$ cat config.mk
export PLATFORM = sky130hd
export DESIGN_NAME = csr_access_unit
export DESIGN_NICKNAME = d
export VERILOG_FILES = /design/src/rtl/csr_pkg.sv /design/src/rtl/csr_write_data_alu.sv /design/src/rtl/csr_access_unit.sv
export SDC_FILE = /design/constraint.sdc
export NUM_CORES = 1
export LEC_CHECK = 0
export CORE_UTILIZATION = 50
export CTS_CLUSTER_DIAMETER = 150
export DETAILED_ROUTE_END_ITERATION = 16
export GPL_ROUTABILITY_DRIVEN = 1
export HOLD_SLACK_MARGIN = 0.08
export PLACE_DENSITY = 0.84
export RECOVER_POWER = 100
export SLEW_MARGIN = 10
export SYNTH_ARGS = -nofsm -noshare
export SYNTH_HDL_FRONTEND = slang
export SYNTH_SLANG_ARGS = --single-unit
$ cat constraint.sdc
create_clock -name clk -period 2.8 [get_ports clk]
set_input_delay 0.56 -clock clk [delete_from_list [all_inputs] [get_ports clk]]
set_output_delay 0.56 -clock clk [all_outputs]
set_load 0.005 [all_outputs]
$ cat src/rtl/csr_pkg.sv
// rtl/csr_pkg.sv - shared funct3 encodings, read-only field and FSM states for the CSR access unit
package csr_pkg;

    localparam logic [2:0] CSR_RW  = 3'b001;
    localparam logic [2:0] CSR_RS  = 3'b010;
    localparam logic [2:0] CSR_RC  = 3'b011;
    localparam logic [2:0] CSR_RWI = 3'b101;
    localparam logic [2:0] CSR_RSI = 3'b110;
    localparam logic [2:0] CSR_RCI = 3'b111;

    // Addresses with this value in bits [11:10] are read-only CSRs
    localparam logic [1:0] CSR_RO_FIELD = 2'b11;

    localparam logic [1:0] ST_IDLE_ENC  = 2'd0;
    localparam logic [1:0] ST_READ_ENC  = 2'd1;
    localparam logic [1:0] ST_WRITE_ENC = 2'd2;
    localparam logic [1:0] ST_DONE_ENC  = 2'd3;

    typedef enum logic [1:0] {
        ST_IDLE  = ST_IDLE_ENC,
        ST_READ  = ST_READ_ENC,
        ST_WRITE = ST_WRITE_ENC,
        ST_DONE  = ST_DONE_ENC
    } csr_state_t;

endpackage

$ cat src/rtl/csr_write_data_alu.sv
// rtl/csr_write_data_alu.sv - new CSR value from op, old value and source operand
module csr_write_data_alu
    import csr_pkg::*;
(
    input  logic [2:0]  op,
    input  logic [31:0] old,
    input  logic [31:0] src,
    output logic [31:0] result
);

    always_comb begin
        result = src;
        case (op)
            CSR_RS, CSR_RSI: result = old | src;
            CSR_RC, CSR_RCI: result = old & ~src;
            default:         result = src;
        endcase
    end

endmodule

$ cat src/rtl/csr_access_unit.sv
// rtl/csr_access_unit.sv - executes one Zicsr instruction as a read phase and a write phase on the CSR bus
module csr_access_unit
    import csr_pkg::*;
#(
    parameter logic READ_ONLY_CHECK = 1'b1
) (
    input  logic        clk,
    input  logic        rst,
    input  logic        start,
    input  logic [2:0]  funct3,
    input  logic [11:0] csrAddress,
    input  logic [4:0]  rs1Index,
    input  logic [4:0]  rdIndex,
    input  logic [31:0] rs1Data,
    output logic        busy,
    output logic        done,
    output logic        illegal,
    output logic [31:0] rdData,
    output logic        csrReadEnable,
    output logic [11:0] csrReadAddress,
    input  logic [31:0] csrReadData,
    output logic        csrWriteEnable,
    output logic [11:0] csrWriteAddress,
    output logic [31:0] csrWriteData
);

    csr_state_t  state, state_next;

    logic [2:0]  op_q;
    logic [11:0] addr_q;
    logic [4:0]  rs1_idx_q;
    logic [4:0]  rd_idx_q;
    logic [31:0] rs1_data_q;
    logic [31:0] old_q;

    logic        in_idle;
    logic [2:0]  cur_op;
    logic [11:0] cur_addr;
    logic [4:0]  cur_rs1_idx;
    logic [4:0]  cur_rd_idx;
    logic [31:0] cur_rs1_data;
    logic [31:0] cur_src;
    logic [31:0] cur_old;
    logic        cur_do_read;
    logic        cur_do_write;
    logic        cur_illegal;
    logic [31:0] wr_value;

    // In IDLE the decode looks at the live inputs so the first phase can be
    // launched on the accepting edge; afterwards it looks at the latched copy.
    assign in_idle      = (state == ST_IDLE);
    assign cur_op       = in_idle ? funct3     : op_q;
    assign cur_addr     = in_idle ? csrAddress : addr_q;
    assign cur_rs1_idx  = in_idle ? rs1Index   : rs1_idx_q;
    assign cur_rd_idx   = in_idle ? rdIndex    : rd_idx_q;
    assign cur_rs1_data = in_idle ? rs1Data    : rs1_data_q;

    assign cur_src      = cur_op[2] ? {27'd0, cur_rs1_idx} : cur_rs1_data;
    assign cur_old      = (state == ST_READ) ? csrReadData : old_q;

    assign cur_do_read  = !(((cur_op == CSR_RW) || (cur_op == CSR_RWI)) && (cur_rd_idx == 5'd0));
    assign cur_do_write = !(((cur_op == CSR_RS) || (cur_op == CSR_RC) ||
                             (cur_op == CSR_RSI) || (cur_op == CSR_RCI)) && (cur_rs1_idx == 5'd0));
    assign cur_illegal  = (cur_op[1:0] == 2'b00) ||
                          (READ_ONLY_CHECK && cur_do_write && (cur_addr[11:10] == CSR_RO_FIELD));

    csr_write_data_alu u_alu (
        .op     (cur_op),
        .old    (cur_old),
        .src    (cur_src),
        .result (wr_value)
    );

    always_ff @(posedge clk or negedge rst) begin
        if (!rst) begin
            state <= ST_IDLE;
        end else begin
            state <= state_next;
        end
    end

    always_comb begin
        state_next = state;
        case (state)
            ST_IDLE: begin
                if (start) begin
                    if (cur_illegal) begin
                        state_next = ST_DONE;
                    end else if (cur_do_read) begin
                        state_next = ST_READ;
                    end else begin
                        state_next = ST_WRITE;
                    end
                end
            end
            ST_READ:  state_next = cur_do_write ? ST_WRITE : ST_DONE;
            ST_WRITE: state_next = ST_DONE;
            ST_DONE:  state_next = ST_IDLE;
            default:  state_next = ST_IDLE;
        endcase
    end

    always_ff @(posedge clk or negedge rst) begin
        if (!rst) begin
            op_q            <= 3'd0;
            addr_q          <= 12'd0;
            rs1_idx_q       <= 5'd0;
            rd_idx_q        <= 5'd0;
            rs1_data_q      <= 32'd0;
            old_q           <= 32'd0;
            rdData          <= 32'd0;
            csrReadAddress  <= 12'd0;
            csrWriteAddress <= 12'd0;
            csrWriteData    <= 32'd0;
        end else begin
            if (in_idle && start) begin
                op_q       <= funct3;
                addr_q     <= csrAddress;
                rs1_idx_q  <= rs1Index;
                rd_idx_q   <= rdIndex;
                rs1_data_q <= rs1Data;
                old_q      <= 32'd0;
                rdData     <= 32'd0;
            end
            if (state == ST_READ) begin
                old_q <= csrReadData;
            end
            // Bus address/data registers only move when their phase begins
            if (in_idle && (state_next == ST_READ)) begin
                csrReadAddress <= cur_addr;
            end
            if (state_next == ST_WRITE) begin
                csrWriteAddress <= cur_addr;
                csrWriteData    <= wr_value;
            end
            if ((state != ST_DONE) && (state_next == ST_DONE)) begin
                rdData <= (cur_do_read && !cur_illegal) ? cur_old : 32'd0;
            end
        end
    end

    assign busy           = !in_idle;
    assign done           = (state == ST_DONE);
    assign illegal        = done && cur_illegal;
    assign csrReadEnable  = (state == ST_READ);
    assign csrWriteEnable = (state == ST_WRITE);

endmodule

==> results.yml, run 1 <==
cts:
  clock_tree.htree_level_count: 4
  insertion_delay_ps: 430
  cts_root_buffer: "sky130_fd_sc_hd__clkbuf_16"
  numCtsBuffers: 17
  tritoncts: "yes"
  cts.sinks: 179
  max-clock-path-buffers: 2
  post_cts_hold_buffer_count: 0
  clk_transition_reported_paths_ps: 70
synthesis:
  syn_area_sq_um: 8750
  post_synth_xor_area_fraction_pct: 0
  synthesis.yosys.warnings: 0
  synth.avg_cell_area_sq_um: 9.81
  distinct_cell_type_count_after_synthesis: 40
  postSynthRegisterBits: 179
  yosys.area_share.adder_pct: 0.572
  ffs_w_async_s_r_synth_pct: 100
  seq_area_frac_synth_pct: 51.2
  ys_top_cells_by_area: "sky130_fd_sc_hd__dfrtp_1, sky130_fd_sc_hd__nand2_1, sky130_fd_sc_hd__mux2i_1, sky130_fd_sc_hd__mux2_4, sky130_fd_sc_hd__mux2_2"
  ys_dominant_reg_cell: "sky130_fd_sc_hd__dfrtp_1"
  synth_simple_gate_area_share_pct: 14.9
  synth_area_in_compound_gates_pct: 10.3
  postSynthNetCount: 988
  yosys-mux-area-fraction_pct: 18.4
  yosysMostFrequentCell: "sky130_fd_sc_hd__nand2_1"
  synthCells: 892
  yosysTopAreaCellShare_pct: 51.2
  synth_top_cells_by_count: "sky130_fd_sc_hd__nand2_1, sky130_fd_sc_hd__dfrtp_1, sky130_fd_sc_hd__mux2i_1, sky130_fd_sc_hd__a21oi_1"
  synth-edff-count: 0
  post-synth-top-area-cell: "sky130_fd_sc_hd__dfrtp_1"
  synth_top_family_by_area: "multiplexers"
global_route:
  antenna_found_initial: 0
  grt_max_degree: 77
  grt_pass1_wl_um: 36900
  first_global_vias: 7134
  globalRouteOverflowTotal: 0
  globalRouteTotalUtil_pct: 26.4
placed_design:
  final_weighted_congestion_in_routability_driven_placement: 0.855
  dpl_cell_area_sq_um: 11100
  port-buffer-count: 184
  numPlacedInstances: 1282
  place.detailed.hpwl_um: 15400
final_layout:
  nFillCells: 1314
  final_nets: 1184
  layout.cells.non_filler: 1325
  post-route-util_pct: 68.9
  drive_above_1_share_pct: 15.3
  layout.cell_area.non_filler_sq_um: 11800
  syn_to_final_growth_pct: 35.2
  antenna_cells_inserted: 0
floorplan:
  die-area_sq_um: 18000
  die_height_um: 134
  floorplan.io_pins: 185
  initial_utilization_pct: 50.9
  std_cell_rows: 48
  width_of_the_die_um: 134
  coreArea_sq_um: 17200
critical_path:
  crit_path_cell_trace: "inv_1, ha_4, buf_6, buf_4, nor4_4, a22oi_2, nor3_1, o211a_1, o22ai_4, buf_12, clkbuf_16, mux2_4"
  slowest_stage_cell_cp: "sky130_fd_sc_hd__dfrtp_1"
  critPathRequiredTime_ps: 3110
  start_kind: "flip-flop"
  r2r_cells: 12
  path_class: "reg2reg"
  endpoint_kind: "flip-flop"
  crit_arrival_ps: 3100
  critical_path.max_fanout: 6
  critPathMaxStageDelay_ps: 340
sta:
  final.period_utilization_pct: 99.6
  final.min_clock_period_ps: 2790
  finalHoldViolations: 0
  finalClockSkew_ps: 9.40
  timing.setup.tns_ps: 0
  finalMaxSlewViolations: 77
  fmaxAchievable_mhz: 359
  relSlewSlack_pct: -31.1
  setup_viol_count_final: 0
  worst_margin_slew_ps: 1970
pwr:
  power.total_mw: 15.3
  total_leakage_power_nw: 5.81
  power_density_over_cell_area_nw_per_um2: 1290
  worst_ir_drop_vdd_v: 0.000944
run:
  max_cap_viol_count: 1
run_status:
  violations: "max-capacitance violations, max-slew violations"
  run_status: "finished with violations"
drt:
  number_of_detailed_routing_iterations_run_before_antenna_repair: 5
  totalWireLength_um: 23400
  vias_per_cell: 5.38
  ant_nets: 0
  num_vias: 7132
  wl_per_cell_um: 17.6
  drc: 0
  dr.first_iter.drc_count: 426
worst_hold_path:
  hold_depth: 2
  hold_path_class: "reg2reg"
stage by stage:
stage | setup WS, ps | hold slack, ps
final | 11.7 | 470
after global routing | -91.8 | 492
after CTS | 11.8 | 174
after detailed placement | -192 | 459
after global placement | -141 | 453
after floorplan | 260 | 264
per-layer routing:
layer / global-route usage, % / up-vias / wire, um
met2: 44.6 / 257 / 11500
met1: 33.5 / 3479 / 10100
li1: - / 3357 / -
met3: 4.88 / 39 / 1190
met5: 0 / - / 0
met4: 10.3 / 0 / 502
final timing paths:
check	startpoint	endpoint	slack, ps
setup / recovery	state[1]	csrWriteData[26]	10
max in group asynchronous	rst	csrReadAddress[10]	510
hold / removal	addr_q[10]	addr_q[10]	470
setup reg to reg	state[1]	csrWriteData[26]	10
min in group asynchronous	rst	old_q[12]	660
hold reg to reg	addr_q[10]	addr_q[10]	470
where the power goes:
group | switching (mW) | total, mW | internal [mW]
logic | 4.10 | 8.47 | 4.37
clock network | 1.03 | 2.37 | 1.34
registers | 0.647 | 4.42 | 3.77
registers in the layout, summed over array words and instances, names as in the netlist:
| register | flops |
|---|---|
| csrWriteAddress | 12 |
| state | 2 |
| old_q | 32 |
| rdData | 32 |
| rs1_idx_q | 5 |
| op_q | 3 |
| rd_idx_q | 5 |
| csrReadAddress | 12 |
| rs1_data_q | 32 |
| csrWriteData | 32 |
| addr_q | 12 |
cells in the final DEF (no fill, tap or decap), types with 33 or more instances in the layout:
| cell type | count |
|---|---|
| sky130_fd_sc_hd__a21boi_0 | 33 |
| sky130_fd_sc_hd__a21oi_1 | 57 |
| sky130_fd_sc_hd__clkdlybuf4s50_1 | 94 |
| sky130_fd_sc_hd__dfrtp_1 | 179 |
| sky130_fd_sc_hd__dlygate4sd3_1 | 88 |
| sky130_fd_sc_hd__inv_1 | 35 |
| sky130_fd_sc_hd__mux2_4 | 40 |
| sky130_fd_sc_hd__mux2i_1 | 70 |
| sky130_fd_sc_hd__nand2_1 | 279 |
| sky130_fd_sc_hd__nor2_1 | 34 |
| sky130_fd_sc_hd__o21ai_0 | 34 |
layout make-up:
type | count | area (sq um) | share of cell area, %
Tap cell | 225 | 282 | 2.38
Inverter | 37 | 139 | 1.17
Sequential cell | 179 | 4480 | 37.9
Clock inverter | 12 | 131 | 1.11
Clock buffer | 19 | 443 | 3.74
Timing Repair Buffer | 233 | 2390 | 20.2
Multi-Input combinational cell | 620 | 3970 | 33.5
critical path, delay by kind of cell, from the launching register on:
family,cells,cell delay [ps]
fa+ha+maj,1,190
buf+inv,5,710
compound gates,3,520
flops,1,340
simple gates,2,600
mux,1,300
cell families after synthesis:
group | Yosys count
buf+inv | 93
flops | 179
fa+ha+maj | 4
mux | 138
compound gates | 145
simple gates | 333
timing repair:
item / 4_1_cts / 5_1_grt
pin swaps: 2 / 5
buffers inserted: 6 / 3
hold endpoints to repair: 0 / 0
gates resized for setup: 14 / 13
cloned: 0 / 3
endpoints found under the setup margin: 2 / 76
Power figures use the tool's default switching activity.
==> run 2, diff against run 1 <==
- PLACE_DENSITY: 0.84 -> 0.83
- SYNTH_HIERARCHICAL: unset -> 1
==> run 2 against run 1 <==
Effect of this change: the flow still finishes with violations (max-capacitance violations, max-slew violations); sequential share of layout area grew 0.27 points; highest routed layer unchanged; non-clock buffer count shrank 8; wire length rose by 1.2%; design area decreased by 0.72%; first-iteration DRC count grew 7.3%; fmax grew 0.80%.
==> results.yml, run 2 <==
critical_path:
  critical_path.max_fanout: 12
  rrSetupSlack_ps: 30
  r2r_cells: 10
  critical_path_depth: 10
  critical_path_buf_inv_count: 3
  endpoint_kind: "flip-flop"
  slowest_stage_cell_cp: "sky130_fd_sc_hd__dfrtp_1"
  critPathRequiredTime_ps: 3110
  crit_path_cell_trace: "inv_2, ha_4, buf_4, nor4_2, a22oi_1, nor3b_2, and3_4, o211a_4, clkbuf_16, mux2_4"
  start_kind: "flip-flop"
  path_class: "reg2reg"
  crit_arrival_ps: 3070
  critPathMaxStageDelay_ps: 380
  worst_path_dominant_cell_family: "simple AND/OR/NAND/NOR gates"
sta:
  finalClockSkew_ps: 7.23
  final.min_clock_period_ps: 2770
  worst_margin_slew_ps: 1560
  fmaxAchievable_mhz: 362
  finalWorstSetupSlack_ps: 33.8
  worst_hold_slack_ps: 473
  relSlewSlack_pct: -4.14
  finalHoldViolations: 0
  finalMaxSlewViolations: 62
  final.period_utilization_pct: 98.8
  setup_viol_count_final: 0
cts:
  post_cts_hold_buffer_count: 0
  clock_tree.htree_level_count: 4
  max-clock-path-buffers: 2
  cts_root_buffer: "sky130_fd_sc_hd__clkbuf_16"
  insertion_delay_ps: 430
  numCtsBuffers: 17
  cts.sinks: 179
  tritoncts: "yes"
  clk_transition_reported_paths_ps: 70
pwr:
  total_leakage_power_nw: 5.63
  power.total_mw: 14.8
  worst_ir_drop_vdd_v: 0.000740
  power_density_over_cell_area_nw_per_um2: 1260
floorplan:
  coreArea_sq_um: 17300
  std_cell_rows: 48
  width_of_the_die_um: 135
  die-area_sq_um: 18200
  floorplan.io_pins: 185
  initial_utilization_pct: 51.2
  die_height_um: 135
final_layout:
  drive_above_1_share_pct: 16.8
  layout.cell_area.non_filler_sq_um: 11700
  post-route-util_pct: 67.9
  most-common-layout-cells: "sky130_fd_sc_hd__nand2_1, sky130_fd_sc_hd__dfrtp_1, sky130_fd_sc_hd__clkdlybuf4s50_1"
  syn_to_final_growth_pct: 32.8
  antenna_cells_inserted: 0
  final_nets: 1170
  final_common_cell: "sky130_fd_sc_hd__nand2_1"
synthesis:
  postSynthRegisterBits: 179
  ffs_w_async_s_r_synth_pct: 100
  synthesis.yosys.warnings: 6
  yosysMostFrequentCell: "sky130_fd_sc_hd__nand2_1"
  yosysTopAreaCellShare_pct: 50.6
  synth_top_cells_by_count: "sky130_fd_sc_hd__nand2_1, sky130_fd_sc_hd__dfrtp_1, sky130_fd_sc_hd__mux2i_1, sky130_fd_sc_hd__a21oi_1, sky130_fd_sc_hd__clkbuf_1"
  post-synth-top-area-cell: "sky130_fd_sc_hd__dfrtp_1"
  synthCells: 892
  syn_area_sq_um: 8850
  seq_area_frac_synth_pct: 50.6
  ys_top_cells_by_area: "sky130_fd_sc_hd__dfrtp_1, sky130_fd_sc_hd__nand2_1, sky130_fd_sc_hd__mux2i_1, sky130_fd_sc_hd__mux2_4, sky130_fd_sc_hd__a21oi_2"
  postSynthNetCount: 988
  synth.avg_cell_area_sq_um: 9.92
  distinct_cell_type_count_after_synthesis: 41
  synth-edff-count: 0
  ys_dominant_reg_cell: "sky130_fd_sc_hd__dfrtp_1"
placed_design:
  place.detailed.hpwl_um: 15200
  detailedPlace.worstSlack_ps: -309
  port-buffer-count: 184
  final_weighted_congestion_in_routability_driven_placement: 0.860
  dpl_cell_area_sq_um: 11100
drt:
  vias_per_cell: 5.49
  number_of_detailed_routing_iterations_run_before_antenna_repair: 6
  wl_per_cell_um: 18.0
  drc: 0
  dr.first_iter.drc_count: 457
  totalWireLength_um: 23600
  num_vias: 7199
  ant_nets: 0
worst_hold_path:
  hold_path_class: "reg2reg"
  hold_depth: 2
global_route:
  groute.layer.met1.usage_pct: 35.5
  grt_pass1_wl_um: 37600
  globalRouteTotalUtil_pct: 26.9
  busiest_layer: "met2"
  grt_max_degree: 90
  grtUsageMet2_pct: 44.8
  first_global_vias: 7346
  grt_use_met3_pct: 4.39
  globalRouteOverflowTotal: 0
  antenna_found_initial: 0
run_status:
  violations: "max-capacitance violations, max-slew violations"
  run_status: "finished with violations"
run:
  max_cap_viol_count: 1
run 2: where the power goes:
| part | switching (mW) | total [mW] | internal, mW | leakage (nW) |
|---|---|---|---|---|
| logic | 4.16 | 8.30 | 4.14 | 3.10 |
| clock network | 1.03 | 2.25 | 1.22 | 0.251 |
| registers | 0.594 | 4.28 | 3.69 | 2.28 |
run 2: final timing paths:
kind | to | from
setup / recovery | csrWriteData[7] | state[1]
hold / removal | addr_q[0] | addr_q[0]
setup reg to reg | csrWriteData[7] | state[1]
hold reg to reg | addr_q[0] | addr_q[0]
max in group asynchronous | rs1_data_q[31] | rst
min in group asynchronous | csrReadAddress[5] | rst
run 2: cells by family (layout without fill, tap and decap cells):
family | Yosys count | after routing | share of synthesized area [%]
and+or+nand+nor | 326 | 326 | 14.8
DFF | 179 | 179 | 50.6
AOI/OAI and AO/OA | 152 | 152 | 11.3
muxes | 133 | 133 | 17.7
buffers and inverters | 98 | 293 | 5.09
adders and majority gates | 4 | 4 | 0.566
run 2: per-layer routing:
metal  wire length, um  up-vias
met5                 0        -
met4               606        0
met3              1220       38
met2             11500      257
met1             10300     3561
li1                  -     3343
run 2: cell type report:
cell class,instances,area [sq um]
Inverter,36,135
Fill cell,1315,5550
Clock inverter,13,113
Sequential cell,179,4480
Clock buffer,19,433
Timing Repair Buffer,225,2300
Tap cell,225,282
Multi-Input combinational cell,615,4010
run 2: stage by stage:
| stage | TNS [ps] | std cells |
|---|---|---|
| after CTS | 0 | 1310 |
| after floorplan | 0 | 892 |
| after global placement | -19910 | 1274 |
| after detailed placement | -22340 | 1274 |
| final | 0 | 1312 |
| after global routing | -437 | 1312 |
run 2: what timing repair did:
action / in CTS / in global routing
endpoints found under the setup margin: 2 / 85
setup buffers: 4 / 0
cloned: 0 / 2
pin swaps: 5 / 5
gates resized for setup: 7 / 5
run 2: worst reg2reg max path, cell delays in order, from the launching register on:
cell and delay (ps):
sky130_fd_sc_hd__dfrtp_1 380, sky130_fd_sc_hd__inv_2 80, sky130_fd_sc_hd__ha_4 180, sky130_fd_sc_hd__buf_4 160, sky130_fd_sc_hd__nor4_2 290, sky130_fd_sc_hd__a22oi_1 170
sky130_fd_sc_hd__nor3b_2 350, sky130_fd_sc_hd__and3_4 250, sky130_fd_sc_hd__o211a_4 250, sky130_fd_sc_hd__clkbuf_16 230, sky130_fd_sc_hd__mux2_4 310
==> run 3, diff against run 2 <==
- DONT_BUFFER_PORTS: unset -> 1
- PLACE_DENSITY: 0.83 -> 0.7
- clock period: 2.8 -> 3 ns (I/O delays scaled with it)
==> run 3 against run 2 <==
Effect of this change: the flow finishes with violations (negative hold slack); final cell count shrank 15%; worst hold slack got worse by 610 ps; non-clock buffer count is 204 lower; global-route usage down 3.2 points; first-iteration DRC count decreased by 22%; die area stayed put; sequential cell count is the same; via count down 14%; setup slack improved by 150 ps; power shrank 14%.
==> results.yml, run 3 (synthesis results as in run 2) <==
drt:
  num_vias: 6195
  number_of_detailed_routing_iterations_run_before_antenna_repair: 4
  dr.first_iter.drc_count: 355
  vias_per_cell: 5.59
  wl_per_cell_um: 19.2
  drc: 0
  totalWireLength_um: 21300
  ant_nets: 0
final_layout:
  multi_input_logic_area_sq_um: 3990
  layout.cell_area.non_filler_sq_um: 9740
  final_common_cell: "sky130_fd_sc_hd__nand2_1"
  final_nets: 966
  layout.area.seq_sq_um: 4480
  syn_to_final_growth_pct: 10.1
  nFillCells: 1503
  most-common-layout-cells: "sky130_fd_sc_hd__nand2_1, sky130_fd_sc_hd__dfrtp_1, sky130_fd_sc_hd__mux2i_1"
  drive_above_1_share_pct: 18.1
placed_design:
  place.detailed.hpwl_um: 13500
  detailedPlace.worstSlack_ps: 92.6
  dpl_cell_area_sq_um: 9100
  final_weighted_congestion_in_routability_driven_placement: 0.829
  port-buffer-count: 0
critical_path:
  critical_path.max_fanout: 13
  endpoint: "illegal"
  r2r_cells: 9
  start_kind: "flip-flop"
  path_class: "reg2out"
  critical_path.startpoint: "state[0]"
  crit_arrival_ps: 2220
  timing.rr.start: "state[0]"
  critPathRequiredTime_ps: 2400
  reg2reg_to: "rdData[4]"
  rrSetupSlack_ps: 200
  endpoint_kind: "output pin"
worst_hold_path:
  hold_path_class: "in2async"
global_route:
  globalRouteOverflowTotal: 0
  grt_max_degree: 180
  first_global_vias: 6208
  grt_pass1_wl_um: 33000
  antenna_found_initial: 1
  globalRouteTotalUtil_pct: 23.7
sta:
  worst_hold_slack_ps: -133
  finalWorstSetupSlack_ps: 183
  relSlewSlack_pct: 32.1
  finalMaxSlewViolations: 0
  setup_viol_count_final: 0
  fmaxAchievable_mhz: 355
  timing.setup.tns_ps: 0
  final.period_utilization_pct: 93.9
  finalHoldViolations: 179
  worst_margin_slew_ps: 1020
  finalClockSkew_ps: 12.1
  final.min_clock_period_ps: 2820
floorplan:
  width_of_the_die_um: 135
  std_cell_rows: 48
  floorplan.io_pins: 185
  die-area_sq_um: 18200
  coreArea_sq_um: 17300
  die_height_um: 135
  initial_utilization_pct: 51.2
cts:
  cts.sinks: 179
  numCtsBuffers: 17
  clock_tree.htree_level_count: 4
  clk_transition_reported_paths_ps: 70
  cts_root_buffer: "sky130_fd_sc_hd__clkbuf_16"
  max-clock-path-buffers: 2
  tritoncts: "yes"
  insertion_delay_ps: 430
pwr:
  power_density_over_cell_area_nw_per_um2: 1300
  p_seq_share_pct: 32.4
  total_leakage_power_nw: 4.67
  power_frac_comb_pct: 49.1
  power_frac_clock_pct: 18.5
  worst_ir_drop_vdd_v: 0.000655
  cell_internal_pwr_mw: 7.65
  power.share.switching_pct: 39.7
  netSwitchingPower_mw: 5.04
run_status:
  run_status: "finished with violations"
  violations: "negative hold slack"
run:
  max_cap_viol_count: 0
-- run 3: cell types whose count changed in the layout (fill, tap and decap cells not counted), sizes merged --
| cell | before | now |
|---|---|---|
| bufinv | 1 | 3 |
| buf | 35 | 20 |
| clkbuf | 26 | 18 |
| diode | 0 | 1 |
| clkinv | 5 | 2 |
| clkdlybuf4s50 | 94 | 0 |
| clkinvlp | 6 | 4 |
| clkdlybuf4s15 | 1 | 0 |
| inv | 37 | 42 |
| dlygate4sd3 | 88 | 0 |
-- run 3: power groups by stage --
stage	Clock, mW	Sequential [mW]	Combinational, mW
after floorplan	0	3.91	5.03
after global placement	0	4.11	6.05
after detailed placement	0	4.14	6.19
after CTS	2.40	4.11	6.22
after global routing	2.50	4.22	6.82
final	2.35	4.11	6.23
-- run 3: worst min-delay path by stage --
stage | startpoint | endpoint | slack (ps)
4_1_cts | rst | rs1_data_q[8] | -150
3_5_place_dp | rst | rs1_data_q[8] | 310
3_3_place_gp | rst | rs1_data_q[9] | 310
6_report | rst | rs1_data_q[8] | -130
2_1_floorplan | rst | addr_q[0] | 300
5_1_grt | rst | rs1_data_q[8] | -160
-- run 3: layout make-up --
class | count | area share (%)
Tap cell | 225 | 2.89
Clock inverter | 15 | 2.00
Sequential cell | 179 | 46.0
Clock buffer | 17 | 4.37
Inverter | 36 | 1.39
Timing Repair Buffer | 21 | 2.38
Antenna cell | 1 | 0.0257
Multi-Input combinational cell | 615 | 40.9
-- run 3: what timing repair did --
| item | 4_1_cts | 5_1_grt |
|---|---|---|
| resized for setup | 0 | 7 |
| endpoints found under the hold margin | 179 | 179 |
| buffers inserted | 0 | 1 |
| endpoints found under the setup margin | 0 | 26 |
-- run 3: through the flow --
| stage | util [%] | total power, mW | hold WS, ps | instances |
|---|---|---|---|---|
| 2_1_floorplan | - | 8.94 | 304 | 892 |
| 3_3_place_gp | 52.6 | 10.2 | 312 | 1075 |
| 3_5_place_dp | 52.6 | 10.3 | 311 | 1075 |
| 4_1_cts | 56.2 | 12.7 | -151 | 1107 |
| 5_1_grt | 56.3 | 13.5 | -162 | 1109 |
| 6_report | 56.3 | 12.7 | -133 | 1109 |
-- run 3: metal layers --
layer	GRT usage, %	share of wire, %	vias to the layer above	routed length (um)
met2	38.7	47	189	9940
met1	29.3	44	3065	9290
met3	8.75	8.6	18	1820
met5	0	0	-	0
li1	-	-	2923	-
met4	6.74	0.94	0	199
-- run 3: worst max-delay path, stage by stage (launching register included) --
cell and delay [ps]:
sky130_fd_sc_hd__dfrtp_2 450, sky130_fd_sc_hd__inv_1 150, sky130_fd_sc_hd__ha_4 240, sky130_fd_sc_hd__buf_6 190
sky130_fd_sc_hd__a32oi_2 130, sky130_fd_sc_hd__o31ai_2 270, sky130_fd_sc_hd__buf_4 190, sky130_fd_sc_hd__and2_1 170
